==> config.mk <==
export PLATFORM = sky130hd
export DESIGN_NAME = jtcps1_sdram_sched_flat
export DESIGN_NICKNAME = d
export VERILOG_FILES = /design/src/rtl/jtcps1_sched_pkg.sv /design/src/rtl/jtcps1_sdram_sched_if.sv /design/src/rtl/jtcps1_rr_pick.sv /design/src/rtl/jtcps1_sdram_sched.sv /design/src/flat_wrapper.sv
export SDC_FILE = /design/constraint.sdc
export NUM_CORES = 1
export LEC_CHECK = 0
export BUFFER_PORTS_ARGS = -buffer_cell sky130_fd_sc_hd__buf_2
export CORE_ASPECT_RATIO = 0.6
export CORE_MARGIN = 8
export CORE_UTILIZATION = 46
export CTS_BUF_LIST = sky130_fd_sc_hd__clkbuf_4 sky130_fd_sc_hd__clkbuf_8
export CTS_CLUSTER_DIAMETER = 40
export DETAILED_ROUTE_END_ITERATION = 7
export GPL_TIMING_DRIVEN = 0
export PLACE_DENSITY = 0.86
export SYNTH_ARGS = -nofsm -noshare
export SYNTH_HDL_FRONTEND = slang
export SYNTH_SLANG_ARGS = --single-unit
==> constraint.sdc <==
create_clock -name clk -period 3.5 [get_ports clk]
set_clock_uncertainty 0.05 [all_clocks]
set_input_delay 0 -clock clk [delete_from_list [all_inputs] [get_ports clk]]
set_output_delay 0 -clock clk [all_outputs]
set_load 0.1 [all_outputs]
==> src/rtl/jtcps1_sched_pkg.sv <==
// +----------------------------------------------------------------------------+
// | jtcps1_sched_pkg: shared types and constants for the CPS1 SDRAM scheduler  |
// | Revision: 1.0                                                              |
// +----------------------------------------------------------------------------+
`default_nettype none

package jtcps1_sched_pkg;

  localparam int C_SCHED_SLOTS = 4;
  localparam int C_SCHED_AW    = 22;

  // A single-slot build still needs a one-bit grant index
  function automatic int gnt_width(input int n);
    return (n > 1) ? $clog2(n) : 1;
  endfunction

  localparam int C_SCHED_GW = gnt_width(C_SCHED_SLOTS);

  typedef enum logic [1:0] {
    ST_IDLE = 2'd0,
    ST_REQ  = 2'd1,
    ST_DATA = 2'd2
  } sched_state_t;

endpackage

`default_nettype wire

==> src/rtl/jtcps1_sdram_sched_if.sv <==
// +----------------------------------------------------------------------------+
// | jtcps1_sdram_sched_if: scheduler <-> SDRAM controller handshake bundle     |
// | Revision: 1.0                                                              |
// +----------------------------------------------------------------------------+
`default_nettype none

interface jtcps1_sdram_sched_if
  import jtcps1_sched_pkg::*;
#(
  parameter int AW = C_SCHED_AW
);
  logic          sdram_req;
  logic [AW-1:0] sdram_addr;
  logic          sdram_rnw;
  logic [1:0]    sdram_wrmask;
  logic [15:0]   data_write;
  logic          refresh_en;
  logic          sdram_ack;
  logic          data_rdy;
  logic [31:0]   data_read;

  modport master (
    output sdram_req, sdram_addr, sdram_rnw, sdram_wrmask, data_write, refresh_en,
    input  sdram_ack, data_rdy, data_read
  );

  modport slave (
    input  sdram_req, sdram_addr, sdram_rnw, sdram_wrmask, data_write, refresh_en,
    output sdram_ack, data_rdy, data_read
  );
endinterface

`default_nettype wire

==> src/rtl/jtcps1_rr_pick.sv <==
// +----------------------------------------------------------------------------+
// | jtcps1_rr_pick: combinational rotating-priority picker                     |
// | Revision: 1.0                                                              |
// +----------------------------------------------------------------------------+
`default_nettype none

module jtcps1_rr_pick
  import jtcps1_sched_pkg::*;
#(
  parameter int N = C_SCHED_SLOTS,
  parameter int W = gnt_width(N)
) (
  input  wire logic [N-1:0] i_req,
  input  wire logic [W-1:0] i_start,
  output logic              o_valid,
  output logic [W-1:0]      o_idx
);

  logic         w_found;
  logic [W-1:0] w_idx;
  int           w_k;

  // Walk i_start, i_start+1, ... wrapping at N; first set request wins
  always_comb begin
    w_found = 1'b0;
    w_idx   = '0;
    w_k     = 0;
    for (int i = 0; i < N; i++) begin
      w_k = int'(i_start) + i;
      if (w_k >= N) w_k = w_k - N;
      if (!w_found && ((i_req >> w_k) & N'(1)) != '0) begin
        w_found = 1'b1;
        w_idx   = W'(w_k);
      end
    end
  end

  assign o_valid = w_found;
  assign o_idx   = w_idx;

endmodule

`default_nettype wire

==> src/rtl/jtcps1_sdram_sched.sv <==
// +----------------------------------------------------------------------------+
// | jtcps1_sdram_sched: round-robin SDRAM request scheduler for CPS1 clients   |
// | Optional macro JTCPS1_SCHED_CPUPRIO_EN gives slot 0 fixed top priority.    |
// | Revision: 1.0                                                              |
// +----------------------------------------------------------------------------+
`default_nettype none

module jtcps1_sdram_sched
  import jtcps1_sched_pkg::*;
#(
  parameter int SLOTS = C_SCHED_SLOTS,
  parameter int AW    = C_SCHED_AW
) (
  input  wire logic                  clk,
  input  wire logic                  rst,
  input  wire logic                  downloading,
  input  wire logic [SLOTS-1:0]      slot_req,
  input  wire logic [SLOTS*AW-1:0]   slot_addr,
  input  wire logic                  slot0_wr,
  input  wire logic [15:0]           slot0_din,
  input  wire logic [1:0]            slot0_wrmask,
  output logic      [SLOTS-1:0]      slot_ok,
  output logic      [31:0]           slot_dout,
  jtcps1_sdram_sched_if.master       sd
);

  localparam int            GW         = gnt_width(SLOTS);
  localparam logic [GW-1:0] C_LAST_RST = GW'(SLOTS - 1);

  sched_state_t  r_state;
  logic [GW-1:0] r_gnt;
  logic [GW-1:0] r_last;
  logic          r_sdram_req;
  logic [AW-1:0] r_addr;
  logic          r_rnw;
  logic [1:0]    r_wrmask;
  logic [15:0]   r_wdata;
  logic          r_refresh;

  logic [GW-1:0]    w_start;
  logic [SLOTS-1:0] w_pick_req;
  logic             w_pick_valid;
  logic [GW-1:0]    w_pick_idx;
  logic             w_win_valid;
  logic [GW-1:0]    w_win_idx;
  logic [AW-1:0]    w_win_addr;
  logic             w_grant;
  logic             w_done;
  logic             w_to_idle;

  assign w_start = (r_last == C_LAST_RST) ? '0 : r_last + GW'(1);

`ifdef JTCPS1_SCHED_CPUPRIO_EN
  // Slot 0 bypasses the rotation; the picker only sees slots 1..SLOTS-1
  assign w_pick_req  = slot_req & ~SLOTS'(1);
  assign w_win_valid = slot_req[0] | w_pick_valid;
  assign w_win_idx   = slot_req[0] ? '0 : w_pick_idx;
`else
  assign w_pick_req  = slot_req;
  assign w_win_valid = w_pick_valid;
  assign w_win_idx   = w_pick_idx;
`endif

  jtcps1_rr_pick #(
    .N (SLOTS),
    .W (GW)
  ) u_pick (
    .i_req   (w_pick_req),
    .i_start (w_start),
    .o_valid (w_pick_valid),
    .o_idx   (w_pick_idx)
  );

  assign w_win_addr = AW'(slot_addr >> (int'(w_win_idx) * AW));

  assign w_grant   = (r_state == ST_IDLE) && !downloading && w_win_valid;
  // Ack and data_rdy together in REQ complete immediately, skipping DATA
  assign w_done    = ((r_state == ST_REQ)  && sd.sdram_ack && sd.data_rdy) ||
                     ((r_state == ST_DATA) && sd.data_rdy);
  assign w_to_idle = ((r_state == ST_IDLE) && !w_grant) || w_done;

  always_ff @(posedge clk or posedge rst) begin
    if (rst) begin
      r_state     <= ST_IDLE;
      r_gnt       <= '0;
      r_last      <= C_LAST_RST;
      r_sdram_req <= 1'b0;
      r_addr      <= '0;
      r_rnw       <= 1'b1;
      r_wrmask    <= 2'b11;
      r_wdata     <= '0;
      r_refresh   <= 1'b0;
      slot_ok     <= '0;
      slot_dout   <= '0;
    end else begin
      slot_ok   <= '0;
      r_refresh <= downloading | (w_to_idle & ~|slot_req);

      case (r_state)
        ST_IDLE: begin
          if (w_grant) begin
            r_state     <= ST_REQ;
            r_sdram_req <= 1'b1;
            r_gnt       <= w_win_idx;
            r_addr      <= w_win_addr;
            r_wdata     <= slot0_din;
            if (w_win_idx == '0) begin
              r_rnw    <= ~slot0_wr;
              r_wrmask <= slot0_wrmask;
            end else begin
              r_rnw    <= 1'b1;
              r_wrmask <= 2'b11;
            end
          end
        end
        ST_REQ: begin
          if (sd.sdram_ack) begin
            r_sdram_req <= 1'b0;
            r_state     <= ST_DATA;
          end
        end
        ST_DATA: ;
        default: r_state <= ST_IDLE;
      endcase

      if (w_done) begin
        r_state   <= ST_IDLE;
        slot_dout <= sd.data_read;
        slot_ok   <= SLOTS'(1) << r_gnt;
`ifdef JTCPS1_SCHED_CPUPRIO_EN
        if (r_gnt != '0) r_last <= r_gnt;
`else
        r_last <= r_gnt;
`endif
      end
    end
  end

  assign sd.sdram_req    = r_sdram_req;
  assign sd.sdram_addr   = r_addr;
  assign sd.sdram_rnw    = r_rnw;
  assign sd.sdram_wrmask = r_wrmask;
  assign sd.data_write   = r_wdata;
  assign sd.refresh_en   = r_refresh;

endmodule

`default_nettype wire

==> src/flat_wrapper.sv <==
// flat-port wrapper written by rule: the top's interface ports become plain ports
module jtcps1_sdram_sched_flat import jtcps1_sched_pkg::*;
#(
  parameter int SLOTS = C_SCHED_SLOTS,
  parameter int AW    = C_SCHED_AW
)
  (clk, rst, downloading, slot_req, slot_addr, slot0_wr, slot0_din, slot0_wrmask, slot_ok, slot_dout, sd_sdram_req, sd_sdram_addr, sd_sdram_rnw, sd_sdram_wrmask, sd_data_write, sd_refresh_en, sd_sdram_ack, sd_data_rdy, sd_data_read);
  jtcps1_sdram_sched_if #(.AW(AW)) sd_i ();
  input  wire logic clk;
  input  wire logic rst;
  input  wire logic downloading;
  input  wire logic [SLOTS-1:0] slot_req;
  input  wire logic [SLOTS*AW-1:0] slot_addr;
  input  wire logic slot0_wr;
  input  wire logic [15:0] slot0_din;
  input  wire logic [1:0] slot0_wrmask;
  output logic      [SLOTS-1:0] slot_ok;
  output logic      [31:0] slot_dout;
  output wire logic [$bits(sd_i.sdram_req)-1:0] sd_sdram_req;
  output wire logic [$bits(sd_i.sdram_addr)-1:0] sd_sdram_addr;
  output wire logic [$bits(sd_i.sdram_rnw)-1:0] sd_sdram_rnw;
  output wire logic [$bits(sd_i.sdram_wrmask)-1:0] sd_sdram_wrmask;
  output wire logic [$bits(sd_i.data_write)-1:0] sd_data_write;
  output wire logic [$bits(sd_i.refresh_en)-1:0] sd_refresh_en;
  input wire logic [$bits(sd_i.sdram_ack)-1:0] sd_sdram_ack;
  input wire logic [$bits(sd_i.data_rdy)-1:0] sd_data_rdy;
  input wire logic [$bits(sd_i.data_read)-1:0] sd_data_read;
  assign sd_sdram_req = sd_i.sdram_req;
  assign sd_sdram_addr = sd_i.sdram_addr;
  assign sd_sdram_rnw = sd_i.sdram_rnw;
  assign sd_sdram_wrmask = sd_i.sdram_wrmask;
  assign sd_data_write = sd_i.data_write;
  assign sd_refresh_en = sd_i.refresh_en;
  assign sd_i.sdram_ack = sd_sdram_ack;
  assign sd_i.data_rdy = sd_data_rdy;
  assign sd_i.data_read = sd_data_read;
  jtcps1_sdram_sched #(.SLOTS(SLOTS), .AW(AW)) u_core (.clk(clk), .rst(rst), .downloading(downloading), .slot_req(slot_req), .slot_addr(slot_addr), .slot0_wr(slot0_wr), .slot0_din(slot0_din), .slot0_wrmask(slot0_wrmask), .slot_ok(slot_ok), .slot_dout(slot_dout), .sd(sd_i));
endmodule
# After elaboration in Yosys (flattened, before gate mapping)
# Cells that the tools add are included.
totals:
  regBits: 85
  input_bits: 148
  out_inout_bits: 79
  wordCells: 88
classes:
  n_addsub: 8
  mul: 1
  magnitude_cmp: 4
  n_eq_ne: 8
  shift: 6
  n_mux: 23
  bitwise_logic: 3
  reduce_logical: 24
op_table:
  columns: ["operator", "n"]
  rows:
  - ["$mux W32", 4]
  - ["$shr A4 B32 Y1", 4]
  - ["$shr A88 B32 Y22", 1]
  - ["$mux W2", 9]
  - ["$sub A3 B3 Y4 const B", 3]
  - ["$ge A3 B3 Y1 const B", 3]
  - ["$logic_and A1 B1 Y1", 9]
  - ["$mux W1", 7]
  - ["$add A2 B2 Y3 const B", 2]
  - ["$logic_not A1 Y1", 6]
  - ["$mul A2 B4 Y6 const B", 1]
  - ["$pmux W2 S3", 1]
  - ["$reduce_and A3 Y1", 2]
  - ["$eq A2 B2 Y1 const B", 2]
  - ["$logic_not A2 Y1", 2]
  - ["$mux W4", 1]
  - ["$ne A2 B1 Y1 const B", 2]
  - ["$reduce_or A4 Y1", 1]
  - ["$shl A1 B2 Y4 const A", 1]
  - ["$sub A2 B3 Y4 const B", 1]
  - ["$add A2 B1 Y3 const B", 1]
  - ["$ge A2 B3 Y1 const B", 1]
  - ["$ne A3 B1 Y1 const B", 1]
  - ["$ne A3 B2 Y1 const B", 1]
  - ["other kinds (10)", 11]

# Longest topological paths before layout
logic_depth:
  word_depth: 21
  depth_mapped: 14

# Cells and area by module
# A second synthesis with hierarchy kept.
unflattened:
  cells_unflattened: 266
  hier_area_um2: 4070.2
by_module_without_submodules:
  columns: ["module", "n_inst", "cells_each", "area_per_inst_um2", "seq_area_each_um2"]
  rows:
  - ["jtcps1_sdram_sched", 1, 231, 3762.4, 2133.3]
  - ["jtcps1_rr_pick", 1, 35, 307.8, 0.0]

# Least setup slack after synthesis
# OpenSTA, ideal clock, no wires.
synth_path:
  path_kind: "register to register"
  from: "reg u_core.r_last[0]"
  to: "reg u_core.r_addr[10], in the netlist u_core.sd.sdram_addr[10]"
  setup_time_ps: 142
  arrival_ps: 2865
  t_required_ps: 3308
  path_slack_ps: 443
  path_stages_with_launch: 14
  cell_sequence: "dfstp_2 buf_6 buf_2 inv_1 ha_1 buf_4 mux4_2 nand2_1 and2_4 a311o_1 buf_2 a21o_2 clkbuf_1 o221ai_1"
synth_between:
  elab_chain_len: 17
synth_rtl:
  columns: ["item", "line_no", "rtl"]
  rows:
  - ["from (decl)", "jtcps1_sdram_sched.sv:32", "logic [GW-1:0] r_last;"]
  - ["from (signal assigned)", "jtcps1_sdram_sched.sv:133", "r_last <= r_gnt;"]
  - ["$add A2 B1 Y2 / $eq A2 B2 Y1 (equally long branches)", "jtcps1_sdram_sched.sv:51", "assign w_start = (r_last == C_LAST_RST) ? '0 : r_last + GW'(1);"]
  - ["$mux W2 *", "jtcps1_sdram_sched.sv:51", null]
  - ["branches (longest 15 deep; another with $sub A3 B3 Y4)", null, null]
  - ["to (signal assigned)", "jtcps1_sdram_sched.sv:105", "r_addr <= w_win_addr;"]
  - ["to (decl)", "jtcps1_sdram_sched.sv:34", "logic [AW-1:0] r_addr;"]
# Every way passes the cells marked *.
# A chain may end at the register's enable or synchronous reset.

# Worst setup path after layout
layout_path:
  from: "reg u_core.r_last[0]"
  to: "reg u_core.r_addr[18], in the netlist u_core.sd.sdram_addr[18]"
# Same word-level chain as after synthesis.

==> flow_summary_export.csv <==
group,metric,value,unit
cts,cts_max_level,3,
layout,instances_no_fill,939,
cts,clockRootBuffer,"clkbuf_8",
global_route,grt_max_degree,51,
timing,layout_setup_ws,-32.83,ps
die,rows,26,
cts,path_clk_slew,90,ps
cts,cts_tree,"yes",
placed_design,place_inst,764,
worst_setup_path,critical_path_class,"register to register",
status,violations,"setup timing",
cts,cts_buffer_depth,2,
synth,syn_avg_cell_area,9.700,um2
timing,finalSetupTns,-32.83,ps
timing,hold_viol,0,
routing,dr.pass1.iters,5,
status,outcome,"finished with violations",
cts,cts_buffers,9,
job,maxCapViolCount,0,
worst_setup_path,reg2reg_slack,-30,ps
synth,syn_inst,425,
placed_design,dp_hpwl,10500,um
die,core,8621,um2
routing,viasPerCell,5.701,
layout,layout-drive-gt1-share,35.41,%
worst_setup_path,worstSetupEndpointType,"register",
global_route,grt_usage,32.01,%
routing,drc,0,
routing,finalWirelength,20620,um
global_route,antenna_found_initial,7,
global_route,grt_pass1_wl,30950,um
layout,seq_area,2133,um2
global_route,grt_pass1_vias,5794,
synth,syn_area,4123,um2
cts,clock_latency,350,ps
placed_design,postPlaceCellArea,5424,um2
worst_hold_path,hp-class,"input port to register",
layout,final_area,7193,um2
worst_setup_path,cp_max_fo,10,
layout,num-nets-final,965,
routing,first_iter_violations,522,
synth,ys_seq_area_share,51.75,%
synth,synth.distinct_cells,39,
layout,multi_input_area,1813,um2
worst_setup_path,cp-start-kind,"register",
timing,hold_slack,104.7,ps
die,die_y,89.33,um
die,start_util,47.82,%
die,dieWidth,138.2,um
timing,fin_crit,3533,ps
layout,fillerInstances,461,
timing,relSlewSlack,62.95,%
placed_design,portBuffers,226,
timing,fmax,0.2831,GHz
timing,fin_crit_sh,100.9,%
routing,antenna_left,0,
placed_design,globalplace.congestion,0.8750,
worst_setup_path,cp.required,3650,ps
timing,drv_slew,0,
die,pin_count,227,
routing,via_count,5353,
global_route,grt_overflow,0,
worst_setup_path,arrival,3690,ps
die,die_area,12350,um2
timing,setup_viol,1,
cts,clkSinkCount,85,
routing,wl_per_cell,21.96,um
synth,synth-seq-cells,85,
timing,tightest_slew,555.7,ps
layout,syn_to_final_growth,74.48,%
synth,syn_nets,576,
synth,ys_warn_count,0,
==> critical path, cell delays in order, from the launching register on <==
cell and delay, ps:
dfstp_2 550, buf_6 140, buf_6 140, inv_1 70
ha_1 290, buf_6 150, mux4_2 520, nand2_1 130
and2_4 190, nand3_1 80, o211ai_1 190, buf_6 230
buf_12 170, mux2i_1 290, o221ai_1 170
==> synth_stat cells (all sizes together) <==
cell type	instances	share of area, %
a21o	2	0.39
a21oi	4	0.49
a22oi	1	0.52
a311o	1	0.24
a311oi	1	0.21
and2	2	0.36
and3	1	0.15
buf	11	3.2
clkbuf	15	1.4
dfrtp	80	49
dfstp	5	3.2
ha	3	0.91
inv	8	0.73
mux2i	44	11
mux4	4	2.2
nand2	181	16
nand2b	1	0.15
nand3	3	0.36
nand4b	2	0.42
nor2	8	0.85
nor2b	3	0.46
nor3	1	0.12
nor4	1	0.15
o211ai	1	0.18
o21ai	13	1.6
o221ai	22	4.7
o311ai	1	0.21
o31ai	1	0.18
o32a	3	0.73
or2	1	0.15
or3	1	0.15
==> final timing paths <==
kind	startpoint	cells after the start	end
max reg2reg	u_core.r_last[0]	14	u_core.sd.sdram_addr[18]
max in group asynchronous	rst	4	u_core.sd.sdram_rnw
min	slot_req[1]	3	u_core.sd.refresh_en
max	u_core.r_last[0]	14	u_core.sd.sdram_addr[18]
min reg2reg	u_core.slot_dout[1]	2	u_core.slot_dout[1]
min in group asynchronous	rst	3	u_core.slot_dout[14]
==> final cells by class <==
| type | instances | share of cell area (%) |
|---|---|---|
| Tap cell | 112 | 1.948 |
| Clock buffer | 10 | 1.826 |
| Sequential cell | 85 | 29.66 |
| Inverter | 8 | 0.4523 |
| Buffer | 26 | 2.835 |
| Multi-Input combinational cell | 306 | 25.20 |
| Clock inverter | 6 | 0.9915 |
| Timing Repair Buffer | 378 | 36.81 |
| Antenna cell | 8 | 0.2783 |
==> kinds of logic (layout without fill, tap and decap cells) <==
logic type	Yosys count	count (layout)	share of synthesized area [%]
mux	48	48	12.87
other cells	0	8	0
simple gates	205	205	19.82
flops	85	85	51.75
compound gates	50	50	9.408
fa+ha+maj	3	3	0.9106
buf+inv	34	428	5.250
==> per-layer routing <==
| layer | share of wire, % | vias to the layer above | track usage (%) |
|---|---|---|---|
| met3 | 9.2 | 151 | 11.83 |
| met4 | 7.6 | 4 | 25.59 |
| met2 | 50 | 436 | 55.46 |
| met1 | 33 | 2538 | 31.63 |
| li1 | - | 2224 | - |
| met5 | 0.13 | - | 0 |
==> layout by cell type (no fill, tap or decap), drive strengths merged, types with 3 or more instances in the layout <==
cell type and instances:
o21ai 13, dfrtp 80, nor2 8, o32a 3, nand3 3, buf 246, mux4 4, clkbuf 25
o221ai 22, ha 3, diode 8, a21oi 4, nor2b 3, mux2i 44, dlygate4sd3 143, nand2 181
inv 10, dfstp 5
==> state kept, by name, summed over array words and instances, names as in the netlist <==
register and count:
u_core.sd.refresh_en 1, u_core.r_last 2, u_core.slot_dout 32, u_core.sd.sdram_req 1
u_core.r_state 2, u_core.r_gnt 2, u_core.sd.data_write 16, u_core.sd.sdram_addr 22
u_core.slot_ok 4, u_core.sd.sdram_rnw 1, u_core.sd.sdram_wrmask 2
==> through the flow <==
step           setup WS (ps)  util [%]
2_1_floorplan          442.8         -
3_3_place_gp           41.31     62.57
3_5_place_dp          -67.64     62.92
4_1_cts                99.18     82.03
5_1_grt               -103.7     83.35
6_report              -32.83     83.44
==> repair_timing <==
action / in CTS / in global routing
setup buffers: 0 / 7
endpoints found under the setup margin: 20 / 44
hold buffers: 143 / 0
pin swaps: 0 / 0
endpoints found under the hold margin: 112 / 0
cloned: 0 / 1
gates resized for setup: 4 / 16
Power is left out: the tool's default activity adds up to more than one toggle a clock period on the data nets, which glitch-free logic cannot reach.
